--- src/rtl/uart_pkg.sv ---
// Shared types and constants for the extended UART receiver.
`timescale 1ns/1ps
package uart_pkg;

    // Receiver frame states, one per field of the serial frame.
    typedef enum logic [2:0] {
        ST_IDLE,
        ST_START,
        ST_DATA,
        ST_PAR,
        ST_STOP
    } rx_state_e;

    // Parity modes selected by the PARITY parameter.
    localparam int PARITY_NONE = 0;
    localparam int PARITY_ODD  = 1;
    localparam int PARITY_EVEN = 2;

    // A stored entry is the payload plus parity and framing error flags.
    function automatic int entry_width(input int data_bits);
        return data_bits + 2;
    endfunction

endpackage

--- src/rtl/uart_rx_ext_fifo.sv ---
// First-word fall-through FIFO holding received entries.
`timescale 1ns/1ps
module uart_sync_fifo #(
    parameter int WIDTH = 10,
    parameter int DEPTH = 16
) (
    input  logic                       clk,
    input  logic                       rst,
    input  logic                       push,
    input  logic [WIDTH-1:0]           wdata,
    input  logic                       pop,
    output logic [WIDTH-1:0]           rdata,
    output logic                       full,
    output logic                       empty,
    output logic [$clog2(DEPTH+1)-1:0] count,
    output logic                       overflow
);

    localparam int PW = $clog2(DEPTH);
    localparam int CW = $clog2(DEPTH + 1);

    logic [WIDTH-1:0] mem_q [DEPTH];
    logic [WIDTH-1:0] mem_d [DEPTH];
    logic [PW-1:0]    wr_ptr_q, wr_ptr_d;
    logic [PW-1:0]    rd_ptr_q, rd_ptr_d;
    logic [CW-1:0]    count_q, count_d;
    logic             full_q, full_d;
    logic             empty_q, empty_d;
    logic             do_push;
    logic             do_pop;

    // Decide push/pop acceptance and compute next storage, pointers and flags.
    always_comb begin
        do_pop   = pop && !empty_q;
        do_push  = push && (!full_q || do_pop);
        overflow = push && full_q && !do_pop;
        mem_d    = mem_q;
        wr_ptr_d = wr_ptr_q;
        rd_ptr_d = rd_ptr_q;
        count_d  = count_q;
        if (do_push) begin
            mem_d[wr_ptr_q] = wdata;
            wr_ptr_d        = wr_ptr_q + PW'(1);
        end
        if (do_pop) begin
            rd_ptr_d = rd_ptr_q + PW'(1);
        end
        case ({do_push, do_pop})
            2'b10:   count_d = count_q + CW'(1);
            2'b01:   count_d = count_q - CW'(1);
            default: count_d = count_q;
        endcase
        full_d  = (count_d == CW'(DEPTH));
        empty_d = (count_d == '0);
    end

    // Storage, pointers and registered status flags.
    always_ff @(posedge clk or posedge rst) begin
        if (rst) begin
            for (int i = 0; i < DEPTH; i++) begin
                mem_q[i] <= '0;
            end
            wr_ptr_q <= '0;
            rd_ptr_q <= '0;
            count_q  <= '0;
            full_q   <= 1'b0;
            empty_q  <= 1'b1;
        end else begin
            mem_q    <= mem_d;
            wr_ptr_q <= wr_ptr_d;
            rd_ptr_q <= rd_ptr_d;
            count_q  <= count_d;
            full_q   <= full_d;
            empty_q  <= empty_d;
        end
    end

    // Head entry shown straight from storage, blanked while nothing is held.
    always_comb begin
        rdata = empty_q ? '0 : mem_q[rd_ptr_q];
        full  = full_q;
        empty = empty_q;
        count = count_q;
    end

endmodule

--- src/rtl/uart_rx_ext.sv ---
// Parametrised UART receiver with tick generator, error-flagging FIFO and overrun flag.
`timescale 1ns/1ps
module uart_rx_ext
    import uart_pkg::*;
#(
    parameter int CLK_FREQ   = 100_000_000,
    parameter int BAUD       = 9600,
    parameter int OVERSAMPLE = 16,
    parameter int DATA_BITS  = 8,
    parameter int PARITY     = 0,
    parameter int STOP_BITS  = 1,
    parameter int FIFO_DEPTH = 16
) (
    input  logic                            clk,
    input  logic                            rst,
    input  logic                            rx,
    input  logic                            rd_en,
    input  logic                            ovr_clr,
    output logic [DATA_BITS-1:0]            d_out,
    output logic                            parity_err,
    output logic                            frame_err,
    output logic                            empty,
    output logic                            full,
    output logic [$clog2(FIFO_DEPTH+1)-1:0] count,
    output logic                            overrun
);

    localparam int DIV  = CLK_FREQ / (BAUD * OVERSAMPLE);
    localparam int TW   = (DIV > 1) ? $clog2(DIV) : 1;
    localparam int OW   = $clog2(OVERSAMPLE);
    localparam int BW   = 4;
    localparam int HALF = OVERSAMPLE / 2;
    localparam int EW   = entry_width(DATA_BITS);

    logic [1:0]           sync_q, sync_d;
    logic                 rx_s;
    logic [TW-1:0]        tick_cnt_q, tick_cnt_d;
    logic                 tick;
    rx_state_e            state_q, state_d;
    logic [OW-1:0]        os_cnt_q, os_cnt_d;
    logic [BW-1:0]        bit_cnt_q, bit_cnt_d;
    logic [DATA_BITS-1:0] shift_q, shift_d;
    logic                 pe_q, pe_d;
    logic                 fe_q, fe_d;
    logic                 push_q, push_d;
    logic                 ovr_q, ovr_d;
    logic                 os_end;
    logic                 sample;
    logic                 fifo_overflow;
    logic [EW-1:0]        fifo_rdata;

    // Two-stage synchroniser for the asynchronous line, idling high.
    always_comb begin
        sync_d = {sync_q[0], rx};
        rx_s   = sync_q[1];
    end

    // Free-running oversample tick divider.
    always_comb begin
        tick       = (tick_cnt_q == TW'(DIV - 1));
        tick_cnt_d = tick ? '0 : tick_cnt_q + TW'(1);
    end

    // Frame FSM: locate mid-bit sample points and assemble the entry.
    always_comb begin
        state_d   = state_q;
        os_cnt_d  = os_cnt_q;
        bit_cnt_d = bit_cnt_q;
        shift_d   = shift_q;
        pe_d      = pe_q;
        fe_d      = fe_q;
        push_d    = 1'b0;
        os_end    = (state_q == ST_START) ? (os_cnt_q == OW'(HALF - 1))
                                          : (os_cnt_q == OW'(OVERSAMPLE - 1));
        sample    = tick && os_end;
        if (state_q != ST_IDLE && tick) begin
            os_cnt_d = os_end ? '0 : os_cnt_q + OW'(1);
        end
        case (state_q)
            ST_IDLE: begin
                os_cnt_d = '0;
                if (!rx_s) begin
                    state_d = ST_START;
                end
            end
            ST_START: begin
                if (sample) begin
                    if (!rx_s) begin
                        state_d   = ST_DATA;
                        bit_cnt_d = '0;
                        pe_d      = 1'b0;
                        fe_d      = 1'b0;
                    end else begin
                        state_d = ST_IDLE;
                    end
                end
            end
            ST_DATA: begin
                if (sample) begin
                    shift_d = {rx_s, shift_q[DATA_BITS-1:1]};
                    if (bit_cnt_q == BW'(DATA_BITS - 1)) begin
                        bit_cnt_d = '0;
                        state_d   = (PARITY != PARITY_NONE) ? ST_PAR : ST_STOP;
                    end else begin
                        bit_cnt_d = bit_cnt_q + BW'(1);
                    end
                end
            end
            ST_PAR: begin
                if (sample) begin
                    pe_d    = (PARITY == PARITY_ODD) ? ~(^shift_q ^ rx_s) : (^shift_q ^ rx_s);
                    state_d = ST_STOP;
                end
            end
            ST_STOP: begin
                if (sample) begin
                    if (!rx_s) begin
                        fe_d = 1'b1;
                    end
                    if (bit_cnt_q == BW'(STOP_BITS - 1)) begin
                        bit_cnt_d = '0;
                        push_d    = 1'b1;
                        state_d   = ST_IDLE;
                    end else begin
                        bit_cnt_d = bit_cnt_q + BW'(1);
                    end
                end
            end
            default: state_d = ST_IDLE;
        endcase
    end

    // Sticky overrun: a dropped frame takes priority over a clear.
    always_comb begin
        if (fifo_overflow) begin
            ovr_d = 1'b1;
        end else if (ovr_clr) begin
            ovr_d = 1'b0;
        end else begin
            ovr_d = ovr_q;
        end
    end

    // All receiver state registers.
    always_ff @(posedge clk or posedge rst) begin
        if (rst) begin
            sync_q     <= 2'b11;
            tick_cnt_q <= '0;
            state_q    <= ST_IDLE;
            os_cnt_q   <= '0;
            bit_cnt_q  <= '0;
            shift_q    <= '0;
            pe_q       <= 1'b0;
            fe_q       <= 1'b0;
            push_q     <= 1'b0;
            ovr_q      <= 1'b0;
        end else begin
            sync_q     <= sync_d;
            tick_cnt_q <= tick_cnt_d;
            state_q    <= state_d;
            os_cnt_q   <= os_cnt_d;
            bit_cnt_q  <= bit_cnt_d;
            shift_q    <= shift_d;
            pe_q       <= pe_d;
            fe_q       <= fe_d;
            push_q     <= push_d;
            ovr_q      <= ovr_d;
        end
    end

    uart_sync_fifo #(
        .WIDTH (EW),
        .DEPTH (FIFO_DEPTH)
    ) u_fifo (
        .clk      (clk),
        .rst      (rst),
        .push     (push_q),
        .wdata    ({fe_q, pe_q, shift_q}),
        .pop      (rd_en),
        .rdata    (fifo_rdata),
        .full     (full),
        .empty    (empty),
        .count    (count),
        .overflow (fifo_overflow)
    );

    // Split the head entry into payload and error flags.
    always_comb begin
        d_out      = fifo_rdata[DATA_BITS-1:0];
        parity_err = (PARITY != PARITY_NONE) && fifo_rdata[DATA_BITS];
        frame_err  = fifo_rdata[DATA_BITS+1];
        overrun    = ovr_q;
    end

endmodule

--- config.mk ---
export PLATFORM = sky130hd
export DESIGN_NAME = uart_rx_ext
export DESIGN_NICKNAME = d
export VERILOG_FILES = /design/src/rtl/uart_pkg.sv /design/src/rtl/uart_rx_ext_fifo.sv /design/src/rtl/uart_rx_ext.sv
export SDC_FILE = /design/constraint.sdc
export NUM_CORES = 1
export LEC_CHECK = 0
export CORE_UTILIZATION = 55
export DETAILED_ROUTE_END_ITERATION = 6
export HOLD_SLACK_MARGIN = 0.15
export PLACE_DENSITY = 0.75
export SKIP_CTS_REPAIR_TIMING = 1
export SLEW_MARGIN = 40
export SYNTH_ARGS = -nofsm -noshare
export SYNTH_HDL_FRONTEND = slang
export SYNTH_SLANG_ARGS = --single-unit
--- constraint.sdc ---
create_clock -name clk -period 11.45 [get_ports clk]
set_input_delay 1.7175 -clock clk [delete_from_list [all_inputs] [get_ports clk]]
set_output_delay 1.7175 -clock clk [all_outputs]
set_load 0.05 [all_outputs]
==> key figures, run 1 <==
Hold path
  • Min-Delay Path Depth: 0
  • Hold Crit Class: register to register
  • End of the worst hold path: sync_q[1]
  • Hold_sp: sync_q[0]

Global route
  • Vias in the first global route: 5574
  • Largest net degree at the start of global routing: 131
  • First-pass GRT wire length: 30090 um
  • Global route total overflow: 0
  • Initial antenna violation count: 0
  • All-layer global routing usage: 0.2429

Worst setup path
  • Setup crit end kind: primary output
  • Crit Path Category: register to primary output
  • CP max FO: 22
  • CP Launch Type: register
  • Worst EP arrival: 3550 ps
  • CP Data Required Time: 9730 ps
  • Crit Reg-Reg Endpoint: u_fifo.full
  • R2R Path Start: u_fifo.empty
  • Worst reg-to-reg path cell count: 11
  • Reg-to-reg slack, setup: 8130 ps

Die
  • Effective utilization at floorplan: 0.5644
  • IO Pins: 23
  • Die footprint: 0.01682 mm2
  • Chip width: 129.7 um
  • Core ar.: 0.01589 mm2
  • # rows: 46
  • Die Y: 129.7 um

Yosys
  • Leading post-synthesis cells by cell area: dfrtp_1 53%, mux2_2 19%, mux4_2 9.0%
  • Yosys top cell area share: 0.5303
  • EDFF count, synth: 0
  • Mean post-synth cell area: 14.35 um2
  • Synthesized area: 0.008966 mm2
  • Synth area leader: dfrtp_1
  • Ys async rst share: 1.000
  • Synth cell types: 54
  • Seq/Total Area, Yosys: 0.5391
  • Most used DFF post-synth: dfrtp_1
  • Synthesized flop and latch total: 193
  • Synth warn: 0
  • Post-Syn Nets: 643
  • Cell with the most instances after synthesis: dfrtp_1
  • Syn Inst Count: 625
  • Commonest cells in the synthesized netlist: 190 x dfrtp_1, 153 x mux2_2, 36 x mux4_2

Outcome
  • Status: completed

Timing
  • Slew headroom: 0.4859
  • Final setup fails: 0
  • RSZ-0062 raised after global routing: false
  • Clk_skew: 6.309 ps
  • Post-route setup TNS: 0 ps
  • F_max: 189.9 MHz
  • Final Slew Violations: 0
  • Final min period: 5266 ps
  • Fin crit share: 0.4599
  • Hold Violations, Final: 0
  • Final hold slack: 357.2 ps
  • Worst slew pin tran: 771.2 ps

Cells and area
  • Fraction of layout instances using a drive strength above 1: 0.3758
  • Final nets: 649
  • Layout fillers: 1180
  • Final core utilization: 0.6301
  • Area grow syn2layout: 11.64%
  • Final antenna diode count: 0
  • Multi-input gate area: 0.003936 mm2
  • Sequential Area: 0.004835 mm2

Placement
  • # port buffers: 21
  • Post-DP HPWL: 11600 um
  • GP Congestion: 0.8212

Power and ir drop
  • Pwr dens: 169.9 mW/mm2
  • Peak supply drop: 174.0 uV
  • Leakage: 4.732 nW

Flow run
  • Max cap viols: 0

Routing
  • Routed via count: 5211
  • Antenna-violating nets left: 0
  • Initial DRC count: 343
  • Drt wl/cell: 21.39 um
  • Final WL: 18390 um
  • DRC viols: 0
  • 1st-pass router iterations: 4
  • Vias/cell: 6.059

Clocking
  • H-tree depth: 4
  • Root Driver: clkbuf_16
  • Total CTS buffers: 17
  • Clock Pin Slew Worst Setup and Hold Paths: 70 ps
  • CTS max path bufs: 2
  • CTS sink count: 193
  • CTS tree: done
  • Skew-Pair Late Insertion Delay: 440 ps
-- registers in the layout (all words and copies together), names as in the netlist --
name / cells
os_cnt_q: 4
u_fifo.wr_ptr_q: 4
sync_q: 2
bit_cnt_q: 4
u_fifo.count: 5
tick_cnt_q: 10
u_fifo.empty: 1
u_fifo.full: 1
u_fifo.mem_q: 144
fe_q: 1
state_q: 3
u_fifo.rd_ptr_q: 4
push_q: 1
overrun: 1
shift_q: 8
-- per-stage QoR --
step                      cell area [um2]  power [W]  instances  setup slack [ps]
final                               10010   0.001701        860              6184
after global routing                10010   0.001765        860              6047
after CTS                            9993   0.001716        860              6139
after detailed placement             9319   0.001043        828              6292
after global placement               9319   0.001035        828              6410
after floorplan                      8966  0.0009702        625              4482
-- cells by family after synthesis --
group,count (synthesis),synth area share
muxes,193,0.2871
DFF,193,0.5391
and+or+nand+nor,96,0.06684
AOI/OAI and AO/OA,56,0.04228
buffers and inverters,49,0.02275
xor gates and xnor gates,24,0.02344
adders and majority gates,13,0.01814
other,1,0.0004182
-- where the power goes --
group	switching (W)	internal [W]	total, W
logic	0.000157	0.000110	0.000267
registers	0.0000595	0.000702	0.000761
clock network	0.000257	0.000415	0.000673
-- cell usage in the layout, fill, tap and decap left out, types with 7 or more instances in the layout --
cell and n:
nand3_1 19, mux4_2 36, clkbuf_16 17, mux2_2 153, xor2_1 8, dfrtp_1 189, xnor2_1 16, inv_1 11
o21ai_0 7, nor2_1 17, nand2_1 15, a21oi_1 14, ha_1 13, clkdlybuf4s50_1 21, a22oi_1 19
-- area by class of cell --
type / count / share of cell area
Clock inverter: 14 / 0.02350
Clock buffer: 18 / 0.04387
Timing Repair Buffer: 24 / 0.02363
Multi-Input combinational cell: 383 / 0.3933
Tap cell: 216 / 0.02700
Sequential cell: 193 / 0.4830
Inverter: 12 / 0.005750
-- worst max-delay path: stages (launching register included) --
cell and delay, ps:
dfrtp_2 760, buf_4 510, mux4_2 600, a22oi_1 330
a21oi_1 160, clkdlybuf4s50_1 730
-- per-layer routing --
metal,part of all wire,global-route usage
met1,0.44,0.3275
met2,0.50,0.3926
met3,0.037,0.04624
met4,0.020,0.09234
met5,0,0
-- how the worst max path moves through the flow --
stage,start,endpoint,slack [ps],cells after the start
after global routing,u_fifo.rd_ptr_q[0],d_out[7],6050,5
after global placement,rd_en,u_fifo.full,6410,12
after CTS,u_fifo.rd_ptr_q[0],d_out[5],6140,5
final,u_fifo.rd_ptr_q[0],d_out[5],6180,5
after floorplan,rst,bit_cnt_q[0],4480,1
after detailed placement,rd_en,u_fifo.full,6290,12
No activity file was read; power rests on OpenSTA's default activity.
==> run 2: changes to the inputs <==
clock period = 5.1 ns   (was 11.45 ns; I/O delays follow)
==> run 2 against run 1 <==
Setup slack got worse by 5000 ps. Flip-flop and latch count unchanged. Wire length increased by 0.31%. Largest cell class unchanged.
==> key figures, run 2 (synthesized netlist as in run 1, its figures left out) <==
Global route
  • Largest net degree at the start of global routing: 122
  • Initial antenna violation count: 0
  • Global route total overflow: 0
  • First-pass GRT wire length: 30100 um
  • All-layer global routing usage: 0.2443
  • Vias in the first global route: 5552

Worst setup path
  • Reg-to-reg slack, setup: 1890 ps
  • CP Launch Type: register
  • CP peak stage delay: 720 ps
  • CP Data Required Time: 4340 ps
  • Crit Path Category: register to primary output
  • Worst path cell trace: buf_4 > mux4_2 > a22oi_1 > a21oi_1 > clkdlybuf4s50_1
  • Setup crit end kind: primary output
  • CP top delay family: buffers and inverters
  • Worst EP arrival: 3120 ps
  • CP max FO: 15
  • Buf+Inv Stages, Crit Path: 2
  • Critical-path top delay cell: clkdlybuf4s50_1

Routing
  • Drt wl/cell: 21.35 um
  • Final WL: 18450 um
  • Max Used Layer: met4
  • DRC viols: 0
  • Routed via count: 5282
  • Met1 WL: 8250 um
  • Metal2 WL: 9120 um
  • Antenna-violating nets left: 0
  • Initial DRC count: 327
  • Vias/cell: 6.113
  • 1st-pass router iterations: 5
  • Met3 wire length: 713 um

Power and ir drop
  • Sw Ratio: 0.3001
  • Pwr dens: 369.4 mW/mm2
  • Leakage: 4.714 nW
  • Share of power burned in registers: 0.451
  • Logic pwr share: 0.182
  • Switching pwr: 0.001104 W
  • Int Pwr: 0.002574 W
  • Clock share of power: 0.366
  • Peak supply drop: 422.6 uV

Outcome
  • Status: completed

Cells and area
  • Final antenna diode count: 0
  • Register name with the most flops: u_fifo.mem_q
  • Biggest regs: u_fifo.mem_q: 144 flops, tick_cnt_q: 10 flops, shift_q: 8 flops
  • Fraction of layout instances using a drive strength above 1: 0.3812
  • Max reg flops: 144
  • Most frequent cells in the layout: 189 x dfrtp_1, 153 x mux2_2, 36 x mux4_2
  • Final nets: 653
  • Commonest non-fill, non-tap cell in the layout: dfrtp_1
  • Area grow syn2layout: 11.05%
  • Design area: 0.009957 mm2

Timing
  • Worst slew pin tran: 811.3 ps
  • Clk_skew: 10.05 ps
  • Post-route setup TNS: 0 ps
  • Final setup fails: 0
  • Slew headroom: 0.4580
  • Final min period: 3886 ps
  • Fin crit share: 0.7620
  • F_max: 257.3 MHz
  • Final hold slack: 361.8 ps
  • Hold Violations, Final: 0
  • RSZ-0062 raised after global routing: false
  • Final Slew Violations: 0

Placement
  • # port buffers: 21
  • GP Congestion: 0.7532
  • Post-DP HPWL: 12240 um
  • Placed instance area: 0.009358 mm2

Clocking
  • CTS sink count: 193
  • CTS tree: done
  • Root Driver: clkbuf_16
  • H-tree depth: 4
  • Total CTS buffers: 17
  • Skew-Pair Late Insertion Delay: 440 ps
  • CTS max path bufs: 2
  • Clock Pin Slew Worst Setup and Hold Paths: 70 ps

Flow run
  • Max cap viols: 0

Die
  • Die Y: 129.7 um
  • Core ar.: 0.01589 mm2
  • # rows: 46
  • IO Pins: 23
  • Die footprint: 0.01682 mm2
  • Effective utilization at floorplan: 0.5644
  • Chip width: 129.7 um

Hold path
  • Hold Crit Class: register to register
run 2: stage by stage:
stage	instances	power [W]	util	worst slack, ps
floorplan	625	0.002179	-	1847
global placement	832	0.002348	0.5891	1478
detailed placement	832	0.002362	0.5891	1407
CTS	864	0.003707	0.6264	1170
global route	864	0.003824	0.6268	1100
finish	864	0.003679	0.6268	1214
run 2: worst paths after layout:
path                                     from          endpoint  cells past startpoint
max                        u_fifo.rd_ptr_q[0]          d_out[3]                      5
min                                 sync_q[0]         sync_q[1]                      0
max reg2reg                      u_fifo.empty       u_fifo.full                     12
min reg2reg                         sync_q[0]         sync_q[1]                      0
max in group asynchronous                 rst  u_fifo.mem_q[82]                      3
min in group asynchronous                 rst       os_cnt_q[3]                      2
run 2: area by class of cell:
cell class | count | area [um2]
Fill cell | 1188 | 5928
Clock inverter | 15 | 167.7
Inverter | 12 | 48.80
Multi-Input combinational cell | 383 | 3931
Tap cell | 216 | 270.3
Timing Repair Buffer | 28 | 279.0
Clock buffer | 17 | 425.4
Sequential cell | 193 | 4835
run 2: power by group through the flow:
stage / registers, W / logic, W / clock network, W
detailed placement: 0.00169 / 0.000676 / 0
finish: 0.00166 / 0.000671 / 0.00135
global placement: 0.00168 / 0.000664 / 0
CTS: 0.00166 / 0.000679 / 0.00137
floorplan: 0.00173 / 0.000453 / 0
global route: 0.00167 / 0.000721 / 0.00143
run 2: metal layers:
metal  vias to the layer above  GRT usage
met1                      2821     0.3291
met2                       109     0.3964
met4                         0    0.09029
met3                        28    0.04789
li1                       2324          -
met5                         -          0
==> run 3: changes to the inputs <==
clock period = 3.75 ns   (was 5.1 ns; I/O delays follow)
==> run 3 against run 2 <==
First-iteration DRC count is 2.8% lower. Setup slack lost 660 ps. Critical path depth is the same. Global-route usage shrank 0.22 points. Sequential share of layout area increased by 0.055 points. Combinational power grew 34%. Flip-flop and latch count is the same. Non-clock buffer count is the same. Via count decreased by 0.91%. Wire length fell by 1.4%. Clock-buffer cell count is 4 higher. Critical endpoint is now d_out[1]. Largest cell class unchanged. Largest power group unchanged.
==> key figures, run 3 (synthesized netlist as in run 1, its figures left out) <==
Outcome
  • Status: completed

Routing
  • Antenna-violating nets left: 0
  • 1st-pass router iterations: 5
  • Vias/cell: 6.058
  • Final WL: 18190 um
  • DRC viols: 0
  • Routed via count: 5234
  • Drt wl/cell: 21.05 um
  • Initial DRC count: 318

Clocking
  • Clock Pin Slew Worst Setup and Hold Paths: 60 ps
  • Total CTS buffers: 17
  • H-tree depth: 4
  • Root Driver: clkbuf_16
  • CTS max path bufs: 2
  • Skew-Pair Late Insertion Delay: 430 ps
  • CTS tree: done
  • CTS sink count: 193

Cells and area
  • Layout fillers: 1188
  • Commonest non-fill, non-tap cell in the layout: dfrtp_1
  • Sequential Area: 0.004835 mm2
  • Fraction of layout instances using a drive strength above 1: 0.3904
  • Final nets: 653
  • Max reg flops: 144
  • Register name with the most flops: u_fifo.mem_q
  • Design area: 0.009946 mm2
  • Most frequent cells in the layout: 189 x dfrtp_1, 153 x mux2_2, 36 x mux4_2
  • Multi-input gate area: 0.003929 mm2
  • Area grow syn2layout: 10.93%
  • Final antenna diode count: 0
  • Biggest regs: u_fifo.mem_q: 144 flops, tick_cnt_q: 10 flops, shift_q: 8 flops

Worst setup path
  • CP max FO: 13
  • R2R Path Start: u_fifo.empty
  • Setup crit end kind: primary output
  • Setup crit end: d_out[1]
  • CP Launch Type: register
  • CP Data Required Time: 3190 ps
  • Worst path cell trace: buf_4 > mux4_2 > a22oi_1 > a21oi_1 > buf_4
  • Crit Reg-Reg Endpoint: u_fifo.full
  • Reg-to-reg slack, setup: 670 ps
  • Critical-path top delay cell: dfrtp_2
  • Worst reg-to-reg path cell count: 11
  • CP peak stage delay: 680 ps
  • Critical Path Most Common Cell: buf_4
  • Crit Path Category: register to primary output
  • Worst EP arrival: 2640 ps
  • CP startpoint: u_fifo.rd_ptr_q[0]

Die
  • Chip width: 129.7 um
  • Effective utilization at floorplan: 0.5644
  • Die footprint: 0.01682 mm2
  • # rows: 46
  • IO Pins: 23
  • Die Y: 129.7 um
  • Core ar.: 0.01589 mm2

Timing
  • Final hold slack: 350.7 ps
  • Final worst setup slack: 550.4 ps
  • Slew headroom: 0.4944
  • Final Slew Violations: 0
  • Post-route setup TNS: 0 ps
  • Clk_skew: 6.358 ps
  • RSZ-0062 raised after global routing: false
  • Fin crit share: 0.8532
  • F_max: 312.5 MHz
  • Hold Violations, Final: 0
  • Final min period: 3200 ps
  • Final setup fails: 0
  • Worst slew pin tran: 756.8 ps

Power and ir drop
  • Peak supply drop: 559.1 uV
  • Int Pwr: 0.003534 W
  • Switching pwr: 0.001424 W
  • Leakage: 4.737 nW
  • Clock share of power: 0.353
  • Sw Ratio: 0.2872
  • Share of power burned in registers: 0.466
  • Final Power: 0.004957 W
  • Logic pwr share: 0.181
  • Pwr dens: 498.4 mW/mm2

Global route
  • First-pass GRT wire length: 29710 um
  • Global route total overflow: 0
  • All-layer global routing usage: 0.2421
  • Initial antenna violation count: 0
  • Vias in the first global route: 5464
  • Largest net degree at the start of global routing: 101

Placement
  • Placed instance area: 0.009373 mm2
  • GP Congestion: 0.7795
  • Worst slack, placed: 442.2 ps
  • # port buffers: 21
  • Post-DP HPWL: 11960 um

Hold path
  • Hold Crit Class: register to register

Flow run
  • Max cap viols: 0
[run 3: changes by cell type in the layout (fill, tap and decap cells not counted), moves of 3 or more]
cell / delta
buf_12: +3
inv_6: -8
buf_4: +7
clkdlybuf4s50_1: -9
clkinv_2: +4
[run 3: critical path: cells and delay by family, from the launching register on]
| family | cells | cell delay [ps] |
|---|---|---|
| compound gates | 2 | 520 |
| mux | 1 | 530 |
| flops | 1 | 680 |
| buf+inv | 2 | 480 |
[run 3: worst min-delay path by stage]
stage	from	to	slack, ps	depth (start not counted)
2_1_floorplan	sync_q[0]	sync_q[1]	350	0
3_3_place_gp	sync_q[0]	sync_q[1]	350	0
3_5_place_dp	sync_q[0]	sync_q[1]	350	0
4_1_cts	sync_q[0]	sync_q[1]	360	0
5_1_grt	sync_q[0]	sync_q[1]	360	0
6_report	sync_q[0]	sync_q[1]	350	0
[run 3: cell type report]
class | instances | area share
Clock inverter | 11 | 0.01132
Sequential cell | 193 | 0.4861
Timing Repair Buffer | 28 | 0.02919
Tap cell | 216 | 0.02717
Multi-Input combinational cell | 383 | 0.3950
Clock buffer | 21 | 0.04630
Inverter | 12 | 0.004906
[run 3: per-stage QoR]
step,cells,utilization
final,864,0.6261
after global routing,864,0.6261
after CTS,864,0.6261
after detailed placement,832,0.5900
after global placement,832,0.5900
after floorplan,625,-
[run 3: power groups by stage]
stage | sequential (W) | combinational, W | clock, W
floorplan | 0.00235 | 0.000616 | 0
global placement | 0.00234 | 0.000882 | 0
detailed placement | 0.00235 | 0.000908 | 0
CTS | 0.00231 | 0.000909 | 0.00179
global route | 0.00232 | 0.000965 | 0.00188
finish | 0.00231 | 0.000897 | 0.00175
[run 3: metal layers]
metal  vias up  part of all wire  wire [um]  global-route usage
li1       2325                 -          -                   -
met3        23             0.044        795             0.06276
met1      2765              0.43       7807              0.3112
met5         -                 0          0                   0
met4         0             0.017        313             0.08276
met2       121              0.51       9274              0.4004
